## src/rtl/spu_issue_scoreboard_if.sv

```systemverilog
// Candidate/grant bundle between the SPU issue stage and its hazard scoreboard.
//   master : issue logic   - drives candidates and flush, receives grants/forward codes
//   slave  : scoreboard    - receives candidates and flush, drives grants/forward codes
// Signals (x = e for even pipe, o for odd pipe):
//   req_x, we_x, rt_x[RW], lat_x[LW]   candidate valid, writes RT, destination, latency
//   srcv_x[3], src_x[3*RW]             source valids {RC,RB,RA}, addresses RA at LSBs
//   flush                              kill all in-flight entries
//   grant_x                            candidate issues this cycle
//   fwd_x[12]                          per-source forward code, RA at LSBs
//   inflight[4]                        count of valid writing entries
interface spu_issue_scoreboard_if #(
   parameter int RW = 7,
   parameter int LW = 3
);
   logic            req_e;
   logic            req_o;
   logic            we_e;
   logic            we_o;
   logic [RW-1:0]   rt_e;
   logic [RW-1:0]   rt_o;
   logic [LW-1:0]   lat_e;
   logic [LW-1:0]   lat_o;
   logic [2:0]      srcv_e;
   logic [2:0]      srcv_o;
   logic [3*RW-1:0] src_e;
   logic [3*RW-1:0] src_o;
   logic            flush;
   logic            grant_e;
   logic            grant_o;
   logic [11:0]     fwd_e;
   logic [11:0]     fwd_o;
   logic [3:0]      inflight;

   modport master (
      output req_e, req_o, we_e, we_o, rt_e, rt_o, lat_e, lat_o,
             srcv_e, srcv_o, src_e, src_o, flush,
      input  grant_e, grant_o, fwd_e, fwd_o, inflight
   );

   modport slave (
      input  req_e, req_o, we_e, we_o, rt_e, rt_o, lat_e, lat_o,
             srcv_e, srcv_o, src_e, src_o, flush,
      output grant_e, grant_o, fwd_e, fwd_o, inflight
   );
endinterface

```

## src/rtl/spu_issue_scoreboard.sv

```systemverilog
// Dual-issue hazard scoreboard for the SPU even/odd execution pipes.
// Each pipe keeps a DEPTH-deep shift register of {v, we, rt, lat} that moves in
// lockstep with the result pipeline; an entry leaving the last stage is its
// writeback. Every cycle the even/odd candidates are checked for RAW against
// in-flight results, for intra-bundle RAW/WAW, and each source operand gets a
// forward code: 0 = register file, else {pipe, stage}.
// Ports:
//   clk    clock
//   reset  synchronous, active-high
//   sb     slave side of spu_issue_scoreboard_if (candidates, flush, grants,
//          forward codes, inflight count)
module spu_issue_scoreboard #(
   parameter int DEPTH = 7,
   parameter int RW    = 7,
   parameter int LW    = 3
) (
   input  logic                   clk,
   input  logic                   reset,
   spu_issue_scoreboard_if.slave  sb
);

   // Depth of the pipe a candidate will enter. Both pipes are equal today, so
   // the in-flight WAW comparator never fires; it is kept for unequal pipes.
   localparam int CAND_DEPTH = DEPTH;

   logic [1:0][DEPTH-1:0]         v_q;
   logic [1:0][DEPTH-1:0]         we_q;
   logic [1:0][DEPTH-1:0][RW-1:0] rt_q;
   logic [1:0][DEPTH-1:0][LW-1:0] lat_q;

   logic [1:0]                    c_req;
   logic [1:0]                    c_we;
   logic [1:0][RW-1:0]            c_rt;
   logic [1:0][LW-1:0]            c_lat;
   logic [1:0][2:0]               c_srcv;
   logic [1:0][2:0][RW-1:0]       c_src;

   logic [1:0]                    raw_stall;
   logic [1:0]                    waw_stall;
   logic [1:0][11:0]              fwd_c;
   logic                          hit;
   logic                          rdy;
   logic [3:0]                    code;

   logic [2:0]                    intra_raw;
   logic                          block_o;
   logic                          grant_e_c;
   logic                          grant_o_c;
   logic [3:0]                    inflight_c;

   // Latency 0 is treated as 1 so a stored entry is always ready by stage 1.
   always_comb begin
      c_req  = {sb.req_o, sb.req_e};
      c_we   = {sb.we_o, sb.we_e};
      c_rt   = {sb.rt_o, sb.rt_e};
      c_lat  = {((sb.lat_o == '0) ? LW'(1) : sb.lat_o),
                ((sb.lat_e == '0) ? LW'(1) : sb.lat_e)};
      c_srcv = {sb.srcv_o, sb.srcv_e};
      for (int k = 0; k < 3; k++) begin
         c_src[0][k] = sb.src_e[k*RW +: RW];
         c_src[1][k] = sb.src_o[k*RW +: RW];
      end
   end

   // Source lookup: scan oldest to youngest and let later hits overwrite, so the
   // youngest match wins. Within a stage odd is scanned before even, giving even
   // priority at equal age.
   always_comb begin
      raw_stall = '0;
      waw_stall = '0;
      fwd_c     = '0;
      hit       = 1'b0;
      rdy       = 1'b0;
      code      = '0;
      for (int p = 0; p < 2; p++) begin
         for (int k = 0; k < 3; k++) begin
            hit  = 1'b0;
            rdy  = 1'b0;
            code = '0;
            for (int s = DEPTH; s >= 1; s--) begin
               for (int q = 1; q >= 0; q--) begin
                  if (v_q[q][s-1] && we_q[q][s-1] && (rt_q[q][s-1] == c_src[p][k])) begin
                     hit  = 1'b1;
                     rdy  = (s >= int'(lat_q[q][s-1]));
                     code = {1'(q), 3'(s)};
                  end
               end
            end
            if (c_srcv[p][k] && hit) begin
               if (rdy) fwd_c[p][k*4 +: 4] = code;
               else     raw_stall[p]       = 1'b1;
            end
         end
         // In-flight WAW: the older entry must not write back after the candidate.
         for (int s = 1; s <= DEPTH; s++) begin
            for (int q = 0; q < 2; q++) begin
               if (c_we[p] && v_q[q][s-1] && we_q[q][s-1] && (rt_q[q][s-1] == c_rt[p]) &&
                   ((DEPTH - s) > CAND_DEPTH)) begin
                  waw_stall[p] = 1'b1;
               end
            end
         end
      end
   end

   always_comb begin
      for (int k = 0; k < 3; k++) begin
         intra_raw[k] = sb.srcv_o[k] && (c_src[1][k] == sb.rt_e);
      end
      grant_e_c = c_req[0] & ~raw_stall[0] & ~waw_stall[0] & ~sb.flush & ~reset;
      block_o   = (sb.req_e & ~grant_e_c) |
                  (sb.req_e & sb.we_e & (|intra_raw)) |
                  (sb.req_e & sb.we_e & sb.we_o & (sb.rt_o == sb.rt_e));
      grant_o_c = c_req[1] & ~raw_stall[1] & ~waw_stall[1] & ~block_o & ~sb.flush & ~reset;
   end

   always_comb begin
      inflight_c = '0;
      for (int q = 0; q < 2; q++) begin
         for (int s = 0; s < DEPTH; s++) begin
            inflight_c = inflight_c + {3'b000, (v_q[q][s] & we_q[q][s])};
         end
      end
   end

   // Outputs are gated during reset because the state only clears on the edge.
   assign sb.grant_e  = grant_e_c;
   assign sb.grant_o  = grant_o_c;
   assign sb.fwd_e    = reset ? 12'h000 : fwd_c[0];
   assign sb.fwd_o    = reset ? 12'h000 : fwd_c[1];
   assign sb.inflight = reset ? 4'h0 : inflight_c;

   always_ff @(posedge clk) begin
      if (reset || sb.flush) begin
         v_q   <= '0;
         we_q  <= '0;
         rt_q  <= '0;
         lat_q <= '0;
      end else begin
         for (int s = DEPTH-1; s >= 1; s--) begin
            v_q[0][s]   <= v_q[0][s-1];
            we_q[0][s]  <= we_q[0][s-1];
            rt_q[0][s]  <= rt_q[0][s-1];
            lat_q[0][s] <= lat_q[0][s-1];
            v_q[1][s]   <= v_q[1][s-1];
            we_q[1][s]  <= we_q[1][s-1];
            rt_q[1][s]  <= rt_q[1][s-1];
            lat_q[1][s] <= lat_q[1][s-1];
         end
         v_q[0][0]   <= grant_e_c;
         we_q[0][0]  <= grant_e_c & c_we[0];
         rt_q[0][0]  <= grant_e_c ? c_rt[0] : '0;
         lat_q[0][0] <= grant_e_c ? c_lat[0] : '0;
         v_q[1][0]   <= grant_o_c;
         we_q[1][0]  <= grant_o_c & c_we[1];
         rt_q[1][0]  <= grant_o_c ? c_rt[1] : '0;
         lat_q[1][0] <= grant_o_c ? c_lat[1] : '0;
      end
   end

endmodule

```

## src/flat_wrapper.sv

```systemverilog
// flat-port wrapper written by rule: the top's interface ports become plain ports
module spu_issue_scoreboard_flat 
#(
   parameter int DEPTH = 7,
   parameter int RW    = 7,
   parameter int LW    = 3
)
  (clk, reset, sb_req_e, sb_req_o, sb_we_e, sb_we_o, sb_rt_e, sb_rt_o, sb_lat_e, sb_lat_o, sb_srcv_e, sb_srcv_o, sb_src_e, sb_src_o, sb_flush, sb_grant_e, sb_grant_o, sb_fwd_e, sb_fwd_o, sb_inflight);
  spu_issue_scoreboard_if #(.RW(RW), .LW(LW)) sb_i ();
  input  logic clk;
  input  logic reset;
  input wire logic [$bits(sb_i.req_e)-1:0] sb_req_e;
  input wire logic [$bits(sb_i.req_o)-1:0] sb_req_o;
  input wire logic [$bits(sb_i.we_e)-1:0] sb_we_e;
  input wire logic [$bits(sb_i.we_o)-1:0] sb_we_o;
  input wire logic [$bits(sb_i.rt_e)-1:0] sb_rt_e;
  input wire logic [$bits(sb_i.rt_o)-1:0] sb_rt_o;
  input wire logic [$bits(sb_i.lat_e)-1:0] sb_lat_e;
  input wire logic [$bits(sb_i.lat_o)-1:0] sb_lat_o;
  input wire logic [$bits(sb_i.srcv_e)-1:0] sb_srcv_e;
  input wire logic [$bits(sb_i.srcv_o)-1:0] sb_srcv_o;
  input wire logic [$bits(sb_i.src_e)-1:0] sb_src_e;
  input wire logic [$bits(sb_i.src_o)-1:0] sb_src_o;
  input wire logic [$bits(sb_i.flush)-1:0] sb_flush;
  output wire logic [$bits(sb_i.grant_e)-1:0] sb_grant_e;
  output wire logic [$bits(sb_i.grant_o)-1:0] sb_grant_o;
  output wire logic [$bits(sb_i.fwd_e)-1:0] sb_fwd_e;
  output wire logic [$bits(sb_i.fwd_o)-1:0] sb_fwd_o;
  output wire logic [$bits(sb_i.inflight)-1:0] sb_inflight;
  assign sb_i.req_e = sb_req_e;
  assign sb_i.req_o = sb_req_o;
  assign sb_i.we_e = sb_we_e;
  assign sb_i.we_o = sb_we_o;
  assign sb_i.rt_e = sb_rt_e;
  assign sb_i.rt_o = sb_rt_o;
  assign sb_i.lat_e = sb_lat_e;
  assign sb_i.lat_o = sb_lat_o;
  assign sb_i.srcv_e = sb_srcv_e;
  assign sb_i.srcv_o = sb_srcv_o;
  assign sb_i.src_e = sb_src_e;
  assign sb_i.src_o = sb_src_o;
  assign sb_i.flush = sb_flush;
  assign sb_grant_e = sb_i.grant_e;
  assign sb_grant_o = sb_i.grant_o;
  assign sb_fwd_e = sb_i.fwd_e;
  assign sb_fwd_o = sb_i.fwd_o;
  assign sb_inflight = sb_i.inflight;
  spu_issue_scoreboard #(.DEPTH(DEPTH), .RW(RW), .LW(LW)) u_core (.clk(clk), .reset(reset), .sb(sb_i));
endmodule
```

## config.mk

```make
export PLATFORM = sky130hd
export DESIGN_NAME = spu_issue_scoreboard_flat
export DESIGN_NICKNAME = d
export VERILOG_FILES = /design/src/rtl/spu_issue_scoreboard_if.sv /design/src/rtl/spu_issue_scoreboard.sv /design/src/flat_wrapper.sv
export SDC_FILE = /design/constraint.sdc
export NUM_CORES = 1
export LEC_CHECK = 0
export CAP_MARGIN = 10
export CORE_ASPECT_RATIO = 0.9
export CORE_MARGIN = 1.5
export CORE_UTILIZATION = 40
export CTS_CLUSTER_DIAMETER = 150
export CTS_CLUSTER_SIZE = 12
export DETAILED_ROUTE_END_ITERATION = 10
export GPL_ROUTABILITY_DRIVEN = 0
export PLACE_DENSITY_LB_ADDON = 0.3
export SETUP_SLACK_MARGIN = 0.1
export SYNTH_ARGS = -nofsm -noshare
export SYNTH_HDL_FRONTEND = slang
export SYNTH_SLANG_ARGS = --single-unit
export TNS_END_PERCENT = 100
```

## constraint.sdc

```tcl
create_clock -name clk -period 6.5 [get_ports clk]
set_input_delay 1.3 -clock clk [delete_from_list [all_inputs] [get_ports clk]]
set_output_delay 1.3 -clock clk [all_outputs]
set_load 0.01 [all_outputs]
```

==> out/metrics.csv, run 1 <==
stage,metric,value,unit
outcome,status,"complete, but fails checks",
outcome,failing checks,design-rule violations,
synthesis,"top cells by area, synth","xor2_1 (25%), dfxtp_1 (22%), xnor2_1 (11%)",
worst_setup_path,peak per-stage delay on the critical path,560,ps
clock_network,CTS tree,done,
grt,initial antenna violation count,0,
clock_network,Root Buffer,clkbuf_16,
sta,Setup Skew,8.685,ps
clock_network,clk slew on worst S/H paths,70,ps
routing,Routed Antenna Nets,0,
worst_hold_path,Hold EP,u_core.lat_q[10],
routing,drt wl/cell,23.81,um
worst_setup_path,RR Endpoint,u_core.lat_q[23],
synthesis,most common cell in the synthesized netlist,xor2_1,
sta,Max Slew Vio Count,0,
layout,P&R area growth vs syn,16.07,%
floorplan,Die Y,186.9,um
worst_setup_path,FF-to-FF path depth,12,
grt,largest net degree at the start of global routing,99,
placement,Placed Area,0.01661,sq mm
synthesis,"Warnings, synthesis",0,
worst_setup_path,crit-path max FO,14,
routing,Initial DRC Count,1641,
sta,Final Setup Violations,0,
flow_run,total of max-cap violations,0,
worst_setup_path,WP depth,14,
grt,first-pass GRT wire length,84170,um
worst_setup_path,Setup crit end kind,output port,
layout,"non-filler cells, final",2388,
routing,Vias/cell,5.832,
layout,final net count,1981,
floorplan,Die X,207.4,um
layout,Fill cells,3603,
clock_network,Worst-Skew Late Latency,450,ps
synthesis,post-synthesis mux area share,0.7571,%
sta,Hold WS,424.0,ps
floorplan,Die Area,0.03877,sq mm
synthesis,Avg Inst Size Synth,8.050,sq um
worst_hold_path,min-delay src,u_core.lat_q[7],
worst_setup_path,"CP delay by family, top",buffers and inverters,
synthesis,Compound-Gate Fraction of Synth Area,7.563,%
worst_setup_path,crit path kind,in -> out,
worst_setup_path,CP max stage cell,clkdlybuf4s50_1,
routing,drt total wl,56850,um
synthesis,"flops & latches, synth",162,
power,leakage,7.529,nW
floorplan,FP Rows,67,
sta,clock period minus worst slack,6436,ps
clock_network,CTS buffer count,17,
worst_setup_path,Critical Path RT,5200,ps
floorplan,core area,0.03714,sq mm
synthesis,leading post-synthesis cells by instance count,"xor2_1 (426), xnor2_1 (192), dfxtp_1 (162)",
sta,period utilization,99.02,%
synthesis,Post-synth EDFFs,0,
sta,RSZ-0062 raised after global routing,yes,
synthesis,Simple-Gate Fraction of Synth Area,24.08,%
clock_network,clock sinks,162,
sta,Slew HR,27.29,%
sta,Setup WS post-layout,63.97,ps
synthesis,Post-synth ARST share,0,%
worst_setup_path,startpoint types,input pin,
worst_setup_path,WP buf/inv,4,
sta,fmax,155.4,MHz
synthesis,sequential fraction of the synthesis area,21.57,%
worst_hold_path,Hold Crit Class,reg -> reg,
worst_setup_path,Worst EP arrival,5140,ps
worst_hold_path,Worst Hold Path Cells,1,
synthesis,adder-cell share of the synthesized area,1.564,%
layout,diodes inserted,0,
sta,Final Hold Vio Count,0,
power,Pwr Density,150.4,mW/mm^2
clock_network,Clock H-tree levels,4,
placement,dpl ws,-176.0,ps
layout,layout cells sized above 1,10.50,%
grt,GRT Resource Usage Total,28.60,%
synthesis,XOR/XNOR Fraction of Synth Area,35.99,%
synthesis,top cell type's share of synthesized area,24.81,%
worst_setup_path,CP cell instances,clkdlybuf4s50_1 > buf_4 > xor2_1 > nor4_1 > nand2_1 > mux2_2 > mux2i_1 > o31ai_2 > a21oi_1 > and4_1 > a211o_4 > a21oi_1 > buf_4 > clkdlybuf4s50_1,
synthesis,Syn Nets,1957,
placement,HPWL after DPL,43210,um
synthesis,"Top FF cell, synth",dfxtp_1,
worst_setup_path,Worst R2R Setup Slack,2920,ps
placement,Placed Instances,2351,
synthesis,Post-Syn Area,0.01504,sq mm
synthesis,cell taking the most area after synthesis,xor2_1,
routing,post-route DRC violation count,5,
synthesis,Cells after Synth,1868,
floorplan,Starting Density,40.49,%
routing,1st-pass router iterations,8,
worst_setup_path,FF-to-FF Start,u_core.we_q[4],
floorplan,# IOs,105,
synthesis,largest family of logic cells by synthesized area,XOR/XNOR gates,
power,Peak VDD IR,0.0001767,V
layout,Finished Cell Area,0.01745,sq mm
placement,Port-buffer cells,104,
routing,DR vias,13930,
grt,vias in the first global route,13440,
grt,global route total overflow,0,
clock_network,CTS max path bufs,2,
sta,Worst-Margin Slew,1079,ps
sta,Post-Route Setup TNS,0,ps
synthesis,Synth cell types,73,
[timing repair]
action                                  4_1_cts  5_1_grt
hold buffers                                  0        0
endpoints found under the setup margin        7       14
resized for setup                            12       28
setup buffers                                 0        5
cloned                                        0        0
pin swaps                                     0        7
[per-layer routing]
metal	vias up	GRT usage (%)	part of all wire, %
met2	941	44.54	43
met1	6521	37.71	42
met5	-	0	0
li1	6211	-	-
met3	255	5.121	9.0
met4	0	15.05	6.3
[how the worst max path moves through the flow]
stage | startpoint | to
global route | sb_src_e[0] | sb_grant_o
finish | sb_src_e[0] | sb_grant_o
detailed placement | sb_src_o[7] | sb_fwd_o[7]
floorplan | u_core.v_q[0] | sb_inflight[1]
global placement | sb_src_o[7] | sb_fwd_o[7]
CTS | sb_src_o[7] | sb_fwd_o[6]
[sequential cells by signal, indices dropped and copies added, names as in the netlist]
| signal | count |
|---|---|
| u_core.rt_q | 98 |
| u_core.lat_q | 36 |
| u_core.v_q | 14 |
| u_core.we_q | 14 |
[kinds of logic (layout without fill, tap and decap cells)]
| logic type | count (synthesis) | after routing |
|---|---|---|
| and+or+nand+nor | 651 | 651 |
| xor gates and xnor gates | 618 | 618 |
| buffers and inverters | 250 | 287 |
| AOI/OAI and AO/OA | 162 | 162 |
| DFF | 162 | 162 |
| adders and majority gates | 14 | 14 |
| muxes | 11 | 11 |
[layout by cell type (no fill, tap or decap), types with 35 or more instances in the layout]
cell	count
xor2_1	426
xnor2_1	192
dfxtp_1	162
and2_1	161
nor4_1	127
nand2_1	123
clkdlybuf4s50_1	92
buf_4	92
nor2_1	67
nand4_1	52
a21oi_1	43
inv_1	35
[area by class of cell]
| cell class | count | area, sq um | share of cell area, % |
|---|---|---|---|
| Clock buffer | 19 | 432.9 | 2.480 |
| Clock inverter | 13 | 220.2 | 1.262 |
| Inverter | 37 | 138.9 | 0.7957 |
| Multi-Input combinational cell | 1456 | 10660 | 61.08 |
| Sequential cell | 162 | 3243 | 18.58 |
| Tap cell | 483 | 604.3 | 3.462 |
| Timing Repair Buffer | 218 | 2153 | 12.34 |
[per-stage QoR]
step | total power [mW] | util, %
finish | 2.625 | 47.00
global route | 2.707 | 47.00
CTS | 2.614 | 46.50
detailed placement | 1.485 | 44.73
global placement | 1.473 | 44.73
floorplan | 1.325 | -
[where the power goes]
group | internal [mW] | switching, mW | total (mW)
clock | 0.691 | 0.457 | 1.15
combinational | 0.203 | 0.263 | 0.466
sequential | 0.998 | 0.0137 | 1.01
(Power assumes the default switching activity.)
==> inputs of run 2 (changes only) <==
--- a/config.mk
+++ b/config.mk
@@ -12,9 +12,8 @@
 export CTS_CLUSTER_DIAMETER = 150
 export CTS_CLUSTER_SIZE = 12
 export DETAILED_ROUTE_END_ITERATION = 10
-export GPL_ROUTABILITY_DRIVEN = 0
 export PLACE_DENSITY_LB_ADDON = 0.3
-export SETUP_SLACK_MARGIN = 0.1
+export REMOVE_ABC_BUFFERS = 1
 export SYNTH_ARGS = -nofsm -noshare
 export SYNTH_HDL_FRONTEND = slang
 export SYNTH_SLANG_ARGS = --single-unit
==> run 2 against run 1 <==
The flow still finishes with violations (design-rule violations). Sequential cell count did not move. Cell area decreased by 1.3%. Highest routed layer unchanged. Routed wire length up 2.6%. Critical path depth did not move. Global-route usage is 1.0 points higher. Largest power group unchanged. Die area unchanged. Sequential share of layout area increased by 0.25 points. Clock skew increased by 6.1 ps.
==> out/metrics.csv, run 2 (synthesis results as in run 1) <==
stage,metric,value,unit,change
outcome,status,"complete, but fails checks",,unchanged
outcome,failing checks,design-rule violations,,unchanged
grt,largest net degree at the start of global routing,86,,was 99
routing,1st-pass router iterations,8,,unchanged
layout,layout cells sized above 1,9.259,%,was 10.50%
sta,period utilization,98.76,%,was 99.02%
sta,Setup Skew,14.79,ps,was 8.685 ps
layout,P&R area growth vs syn,14.52,%,was 16.07%
grt,vias in the first global route,13090,,was 13440
placement,Placed Area,0.01655,sq mm,was 0.01661 sq mm
power,Peak VDD IR,0.0001612,V,was 0.0001767 V
flow_run,total of max-cap violations,0,,unchanged
worst_hold_path,Hold Crit Class,reg -> reg,,unchanged
grt,global route total overflow,0,,unchanged
placement,HPWL after DPL,45140,um,was 43210 um
clock_network,Clock H-tree levels,4,,unchanged
worst_setup_path,startpoint types,input pin,,unchanged
worst_setup_path,peak per-stage delay on the critical path,530,ps,was 560 ps
layout,most frequent cells in the layout,"xor2_1 (426), xnor2_1 (192), dfxtp_1 (162), and2_1 (161), nor4_1 (131)",,"was xor2_1 (426), xnor2_1 (192), dfxtp_1 (162), and2_1 (161), nor4_1 (127)"
placement,GP Congestion,0.9796,,
worst_setup_path,Critical Path RT,5200,ps,about the same
layout,"non-filler cells, final",2373,,was 2388
routing,post-route DRC violation count,7,,was 5
clock_network,CTS buffer count,17,,unchanged
worst_setup_path,CP cell instances,clkdlybuf4s50_1 > buf_4 > xor2_1 > nor4_1 > nand2_1 > a311oi_1 > a211oi_1 > nor3_2 > o41ai_4 > o211ai_1 > o211ai_1 > nor4_1 > buf_4 > clkdlybuf4s50_1,,was clkdlybuf4s50_1 > buf_4 > xor2_1 > nor4_1 > nand2_1 > mux2_2 > mux2i_1 > o31ai_2 > a21oi_1 > and4_1 > a211o_4 > a21oi_1 > buf_4 > clkdlybuf4s50_1
worst_setup_path,"CP delay by family, top",buffers and inverters,,unchanged
floorplan,Die X,207.4,um,unchanged
clock_network,Root Buffer,clkbuf_16,,unchanged
layout,Finished Cell Area,0.01722,sq mm,was 0.01745 sq mm
floorplan,FP Rows,67,,unchanged
worst_setup_path,CP max stage cell,clkdlybuf4s50_1,,unchanged
floorplan,# IOs,105,,unchanged
layout,final net count,1967,,was 1981
layout,Largest Register,u_core.rt_q,,unchanged
layout,diodes inserted,0,,unchanged
sta,Post-Route Setup TNS,0,ps,unchanged
worst_setup_path,Worst EP arrival,5120,ps,was 5140 ps
power,Pwr Density,148.5,mW/mm^2,was 150.4 mW/mm^2
clock_network,clock sinks,162,,unchanged
sta,Final Hold Vio Count,0,,unchanged
sta,clock period minus worst slack,6419,ps,was 6436 ps
floorplan,Die Y,186.9,um,unchanged
placement,Port-buffer cells,104,,unchanged
routing,drt wl/cell,24.59,um,was 23.81 um
grt,first-pass GRT wire length,86260,um,was 84170 um
routing,drt total wl,58350,um,was 56850 um
sta,Final Setup Violations,0,,unchanged
clock_network,CTS max path bufs,2,,unchanged
clock_network,clk slew on worst S/H paths,80,ps,was 70 ps
power,leakage,7.383,nW,was 7.529 nW
clock_network,Worst-Skew Late Latency,460,ps,was 450 ps
grt,initial antenna violation count,0,,unchanged
routing,Routed Antenna Nets,0,,unchanged
sta,Max Slew Vio Count,0,,unchanged
layout,max reg flops,98,,unchanged
sta,fmax,155.8,MHz,was 155.4 MHz
grt,GRT Resource Usage Total,29.62,%,was 28.60%
floorplan,Die Area,0.03877,sq mm,unchanged
placement,Placed Instances,2341,,was 2351
worst_setup_path,crit-path max FO,14,,unchanged
layout,Regs by FF count,"u_core.rt_q x98, u_core.lat_q x36",,unchanged
floorplan,Starting Density,40.49,%,unchanged
clock_network,# hold bufs at CTS,0,,unchanged
worst_setup_path,Setup crit end kind,output port,,unchanged
sta,RSZ-0062 raised after global routing,no,,was yes
worst_setup_path,WP buf/inv,4,,unchanged
routing,Vias/cell,5.703,,was 5.832
floorplan,core area,0.03714,sq mm,unchanged
sta,Slew HR,43.28,%,was 27.29%
clock_network,CTS tree,done,,unchanged
worst_setup_path,crit path kind,in -> out,,unchanged
layout,"most common cell after layout, fill and taps aside",xor2_1,,unchanged
routing,Initial DRC Count,1294,,was 1641
routing,DR vias,13530,,was 13930
sta,Worst-Margin Slew,843.7,ps,was 1079 ps
-- run 2: metrics by stage --
step	setup slack [ps]	util [%]	total power, mW	hold WS, ps
detailed placement	-203.9	44.56	1.479	411.2
CTS	60.34	46.22	2.568	425.2
global placement	-124.4	44.56	1.471	411.2
global route	0.7305	46.37	2.641	441.0
finish	80.81	46.37	2.558	421.0
floorplan	28.75	-	1.222	405.7
-- run 2: final timing paths --
check                     endpoint  cells after the start             start  slack [ps]
setup / recovery       sb_fwd_e[6]                     14       sb_src_e[9]          80
hold / removal    u_core.lat_q[30]                      1  u_core.lat_q[27]         420
hold reg to reg   u_core.lat_q[30]                      1  u_core.lat_q[27]         420
setup reg to reg    u_core.we_q[7]                     12    u_core.v_q[13]        2980
-- run 2: per-layer routing --
layer,track usage [%],wire length (um)
met5,0,0
met4,15.19,2939
met3,5.003,4971
met2,46.68,25450
met1,38.93,24990
-- run 2: repair_timing --
action / CTS / global route
pin swaps: 0 / 1
setup buffers: 0 / 1
setup endpoints to repair: 3 / 9
gates cloned: 0 / 0
endpoints found under the hold margin: 0 / 0
resized for setup: 3 / 11
-- run 2: where the power goes --
| part | switching, mW | internal (mW) | total (mW) |
|---|---|---|---|
| Combinational | 0.253 | 0.202 | 0.455 |
| Clock | 0.482 | 0.610 | 1.09 |
| Sequential | 0.0141 | 0.997 | 1.01 |
-- run 2: final cells by class --
type | count | area (sq um)
clock buffer | 18 | 429.2
clock inverter | 13 | 172.7
fill | 3660 | 19920
inverter | 37 | 138.9
multi-input combinational | 1456 | 10580
sequential | 162 | 3243
tap | 483 | 604.3
timing repair buffer | 204 | 2049
